## src/rtl/picorv32_arb_pkg.sv

```systemverilog
// Shared types and constants for the two-requester PicoRV32 native-port arbiter.
package picorv32_arb_pkg;

    typedef enum logic [1:0] {
        ST_IDLE  = 2'd0,
        ST_BUSY  = 2'd1,
        ST_ABORT = 2'd2
    } arb_state_t;

    localparam int PRIO_RR    = 0;
    localparam int PRIO_FIXED = 1;

    typedef logic [1:0] grant_t;

    localparam grant_t GRANT_NONE = 2'b00;
    localparam grant_t GRANT_R0   = 2'b01;
    localparam grant_t GRANT_R1   = 2'b10;

endpackage

```

## src/rtl/picorv32_arb_rr_pick.sv

```systemverilog
// Combinational winner selection between two requesters, round-robin or fixed priority.
module picorv32_arb_rr_pick
    import picorv32_arb_pkg::*;
(
    input  logic [1:0] req,
    input  grant_t     last_grant,
    input  logic       fixed_prio,
    output grant_t     winner
);

    // On a tie, round-robin hands the port to whoever did not own it last.
    always_comb begin
        winner = GRANT_NONE;
        case (req)
            2'b01:   winner = GRANT_R0;
            2'b10:   winner = GRANT_R1;
            2'b11:   winner = (fixed_prio || last_grant == GRANT_R1) ? GRANT_R0 : GRANT_R1;
            default: winner = GRANT_NONE;
        endcase
    end

endmodule

```

## src/rtl/picorv32_mem_arbiter.sv

```systemverilog
// Shares one PicoRV32 native memory port between two requesters, with a
// hung-transfer watchdog that forces completion after TIMEOUT_CYCLES.
module picorv32_mem_arbiter
    import picorv32_arb_pkg::*;
#(
    parameter int          PRIORITY_MODE  = PRIO_RR,
    parameter int unsigned TIMEOUT_CYCLES = 255,
    parameter logic [31:0] TIMEOUT_RDATA  = 32'hDEAD_BEEF
) (
    input  logic        clk,
    input  logic        resetn,
    input  logic        r0_mem_valid,
    input  logic        r0_mem_instr,
    input  logic [31:0] r0_mem_addr,
    input  logic [31:0] r0_mem_wdata,
    input  logic [3:0]  r0_mem_wstrb,
    output logic        r0_mem_ready,
    output logic [31:0] r0_mem_rdata,
    input  logic        r1_mem_valid,
    input  logic        r1_mem_instr,
    input  logic [31:0] r1_mem_addr,
    input  logic [31:0] r1_mem_wdata,
    input  logic [3:0]  r1_mem_wstrb,
    output logic        r1_mem_ready,
    output logic [31:0] r1_mem_rdata,
    output logic        mem_valid,
    output logic        mem_instr,
    output logic [31:0] mem_addr,
    output logic [31:0] mem_wdata,
    output logic [3:0]  mem_wstrb,
    input  logic        mem_ready,
    input  logic [31:0] mem_rdata,
    output logic [1:0]  grant,
    output logic        timeout_err
);

    localparam int CNT_W = (TIMEOUT_CYCLES > 1) ? $clog2(TIMEOUT_CYCLES) : 1;
    localparam logic [CNT_W-1:0] CNT_LAST = CNT_W'(TIMEOUT_CYCLES - 1);

    arb_state_t       state_q, state_d;
    grant_t           grant_q, grant_d;
    grant_t           last_q, last_d;
    logic [CNT_W-1:0] cnt_q, cnt_d;
    grant_t           pick;
    logic             wd_fire;
    logic             in_abort;
    logic             done;

    picorv32_arb_rr_pick u_pick (
        .req        ({r1_mem_valid, r0_mem_valid}),
        .last_grant (last_q),
        .fixed_prio (PRIORITY_MODE == PRIO_FIXED),
        .winner     (pick)
    );

    assign wd_fire = (TIMEOUT_CYCLES != 0) && (cnt_q == CNT_LAST);

    // A completing mem_ready takes precedence over a watchdog expiry in the same cycle.
    always_comb begin
        state_d = state_q;
        grant_d = grant_q;
        last_d  = last_q;
        cnt_d   = cnt_q;
        case (state_q)
            ST_IDLE: begin
                if (pick != GRANT_NONE) begin
                    state_d = ST_BUSY;
                    grant_d = pick;
                    cnt_d   = '0;
                end
            end
            ST_BUSY: begin
                cnt_d = cnt_q + 1'b1;
                if (mem_ready) begin
                    state_d = ST_IDLE;
                    grant_d = GRANT_NONE;
                    last_d  = grant_q;
                end else if (wd_fire) begin
                    state_d = ST_ABORT;
                end
            end
            ST_ABORT: begin
                state_d = ST_IDLE;
                grant_d = GRANT_NONE;
                last_d  = grant_q;
            end
            default: begin
                state_d = ST_IDLE;
                grant_d = GRANT_NONE;
            end
        endcase
    end

    always_ff @(posedge clk or negedge resetn) begin
        if (!resetn) begin
            state_q <= ST_IDLE;
            grant_q <= GRANT_NONE;
            last_q  <= GRANT_R1;
            cnt_q   <= '0;
        end else begin
            state_q <= state_d;
            grant_q <= grant_d;
            last_q  <= last_d;
            cnt_q   <= cnt_d;
        end
    end

    assign in_abort  = (state_q == ST_ABORT);
    assign mem_valid = (state_q == ST_BUSY);
    assign done      = (mem_valid && mem_ready) || in_abort;

    assign mem_instr = grant_q[1] ? r1_mem_instr : r0_mem_instr;
    assign mem_addr  = grant_q[1] ? r1_mem_addr  : r0_mem_addr;
    assign mem_wdata = grant_q[1] ? r1_mem_wdata : r0_mem_wdata;
    assign mem_wstrb = grant_q[1] ? r1_mem_wstrb : r0_mem_wstrb;

    assign r0_mem_ready = grant_q[0] && done;
    assign r1_mem_ready = grant_q[1] && done;
    assign r0_mem_rdata = in_abort ? TIMEOUT_RDATA : mem_rdata;
    assign r1_mem_rdata = in_abort ? TIMEOUT_RDATA : mem_rdata;

    assign grant       = grant_q;
    assign timeout_err = in_abort;

endmodule

```

## config.mk

```make
export PLATFORM = sky130hd
export DESIGN_NAME = picorv32_mem_arbiter
export DESIGN_NICKNAME = d
export VERILOG_FILES = /design/src/rtl/picorv32_arb_pkg.sv /design/src/rtl/picorv32_arb_rr_pick.sv /design/src/rtl/picorv32_mem_arbiter.sv
export SDC_FILE = /design/constraint.sdc
export NUM_CORES = 1
export LEC_CHECK = 0
export ABC_AREA = 0
export BUFFER_PORTS_ARGS = -buffer_cell sky130_fd_sc_hd__buf_2
export CAP_MARGIN = 20
export CORE_AREA = 2 2 120 122
export CTS_CLUSTER_DIAMETER = 100
export CTS_CLUSTER_SIZE = 30
export DETAILED_ROUTE_END_ITERATION = 8
export DIE_AREA = 0 0 122 124
export PLACE_DENSITY = 0.58
export SYNTH_ARGS = -nofsm -noshare
export SYNTH_HDL_FRONTEND = slang
export SYNTH_SLANG_ARGS = --single-unit
```

## constraint.sdc

```tcl
create_clock -name clk -period 4.6 [get_ports clk]
set_input_delay 0.92 -clock clk [delete_from_list [all_inputs] [get_ports clk]]
set_output_delay 0.92 -clock clk [all_outputs]
set_load 0.03 [all_outputs]
```

==> flow_summary.yaml <==
timing:
  tns_ns: 0
  timing.hold.ws_ns: 0.485
  worst_slack_ns: 1.50
  setup_viol: 0
  slew_headroom: 0.369
  maxSlewViolCount: 0
  worstMarginPinSlew_ns: 0.947
  finalHoldViolCount: 0
  min_period_ns: 3.10
  rsz0062_at_grt: "false"
  skew_ns: 0.00481
  post-route-period-util: 0.674
  max_freq_mhz: 323
setup_path:
  reg2reg_to: "last_q[0]"
  slowest_delay_ns: 0.77
  start_kind: "register"
  cp_num_buf_inv: 1
  r2r_slack_ns: 2.63
  timing.rr.start: "state_q[0]"
  path_cells: "nand2b_1 > nand2_1 > and2_1 > buf_2"
  crit_arrival_ns: 2.18
  endpoint_kind: "output pin"
  crit_type: "register to output pin"
  cp_slowest_cell: "nand2b_1"
  cp_max_fo: 34
  critPathRequiredTime_ns: 3.68
  rr_worst_depth: 3
  critical-path-top-delay-family: "simple AND/OR/NAND/NOR gates"
die:
  die-width_um: 122
  core_area_um2: 13700
  num_io_pins: 314
  die_h_um: 124
  rows: 43
  die_area_um2: 15100
  initial_core_util: 0.147
layout:
  nFillCells: 1498
  multi_input_area_um2: 1350
  seqCellArea_um2: 353
  final_cell_mix: "buf_2, mux2_2, nand2b_1"
  drive_gt1_frac: 0.804
  fin_area_um2: 3620
  areaGrowthSynthToFinish_pct: 79.3
  fin_nets: 669
  final_util: 0.264
  mostFrequentLayoutCell: "buf_2"
synthesis:
  avgSynthCellArea_um2: 9.32
  synthArstFlopShare: 1.00
  ys.flop_type: "dfrtp_1"
  yosysUniqueCellTypes: 35
  synth_edf_count: 0
  synthCells: 217
  syn_area_um2: 2020
  ys_ff_latch: 14
  synth.net_count: 394
  seq_area_frac_synth: 0.174
  synth_warnings: 0
global_routing:
  grt_overflow: 0
  globalRouteMet2Util: 0.187
  met1_usage: 0.172
  grt_max_degree: 40
  antenna_found_initial: 10
  met3_usage: 0.0385
  gr-max-usage-layer: "met2"
  grt_use_total: 0.126
  grt_pass1_wl_mm: 13.8
  grt_pass1_vias: 2236
worst_hold_path:
  whs_path_depth: 1
  hold_end: "cnt_q[7]"
  hp-start: "cnt_q[7]"
  hold_class: "register to register"
power:
  combPwrFrac: 0.690
  power.switching_w: 0.000694
  powerDensity_nw_per_um2: 372
  seqPwrFrac: 0.183
  peakVddDrop_mv: 0.208
  p_leak_nw: 2.03
  p_clk_frac: 0.127
  internal_power_w: 0.000653
  swShare: 0.515
cts:
  cts_tree: "yes"
  clkLatencyLatePin_ns: 0.25
  root_buffer: "clkbuf_16"
  clock_path_buffers: 2
  cts_setup_buffers: 0
  cts.repair.resized: 0
  clk_pin_slew_ns: 0.05
  h-tree-depth: 1
  numCtsBuffers: 3
  cts.sinks: 14
  holdBufCountCts: 0
route:
  drtIter0Drc: 82
  antenna_left: 0
  drt-vias-per-instance: 3.81
  post_drt_wl_per_cell_um: 15.9
  firstDrtPassIters: 4
  via_count: 2576
  drc_errors: 0
  routed_wl_mm: 10.8
run:
  cap_violations: 0
place:
  portBuffers: 313
  placed_area_um2: 3530
  dpl.hpwl_mm: 9.58
  gp_congestion: 0.883
  pre_cts_ws_ns: 1.73
run_status:
  status: "finished, final reports clean"
==> kinds of logic after synthesis <==
kind of cell    share of synthesized area
compound gates                     0.0470
xor+xnor                          0.00433
fa+ha+maj                          0.0124
buf+inv                             0.157
flops                               0.174
mux                                 0.400
simple gates                        0.205
==> per-layer routing <==
layer | part of all wire | vias up
met5 | 0.0012 | -
met4 | 0.016 | 2
met3 | 0.094 | 9
met2 | 0.46 | 128
met1 | 0.43 | 1159
li1 | - | 1278
==> registers in the layout, summed over array words and instances, names as in the netlist <==
name,cells
cnt_q,8
grant,2
last_q,2
state_q,2
==> worst max-delay path by stage <==
stage                     from               end  slack (ns)  cells past startpoint
finish              state_q[0]      r1_mem_ready        1.50                      4
global route        state_q[0]      r1_mem_ready        1.24                      4
CTS                 state_q[0]      r1_mem_ready        1.45                      4
detailed placement  state_q[0]      r1_mem_ready        1.73                      4
global placement    state_q[0]      r1_mem_ready        1.75                      4
floorplan           state_q[0]  r1_mem_rdata[15]        2.20                      5
==> Yosys cell counts, types with 2 or more instances <==
master    instances  share of area
mux2_2           71           0.40
and2_1           11          0.034
nand2_1           7          0.013
a21oi_1           5          0.012
o21ai_0           2         0.0050
nand3_1           4         0.0099
nand2b_1         14          0.043
buf_4            35           0.13
nor2_1            3         0.0056
and3_1            3         0.0093
ha_1              2          0.012
clkbuf_1          3         0.0056
or2b_1           13          0.048
nor3_1            4         0.0099
a211oi_1          2         0.0074
buf_2             6          0.015
dfrtp_1          13           0.16
inv_1             2         0.0037
==> power groups by stage <==
stage	registers [W]	clock network [W]	logic [W]
after floorplan	0.000204	0	0.000713
final	0.000246	0.000171	0.000929
after global placement	0.000247	0	0.000931
after CTS	0.000246	0.000176	0.000938
after detailed placement	0.000248	0	0.000934
after global routing	0.000259	0.000182	0.000985
==> area by class of cell <==
cell class	instances	share of cell area
well taps	180	0.0621
clock buffers	4	0.0217
inverters	3	0.00380
diodes	6	0.00414
repair buffers	314	0.438
flip-flops and latches	14	0.0973
multi-input cells	156	0.373
==> worst reg2reg max path, stage by stage, from the launching register on <==
cell,delay [ns]
dfrtp_1,0.50
nand2b_1,0.77
nand2_1,0.24
mux2_2,0.33
==> stage by stage <==
step	cells	power (W)
2_1_floorplan	217	0.000917
3_3_place_gp	667	0.00118
3_5_place_dp	667	0.00118
4_1_cts	671	0.00136
5_1_grt	674	0.00143
6_report	677	0.00135
Power figures use the tool's default switching activity.
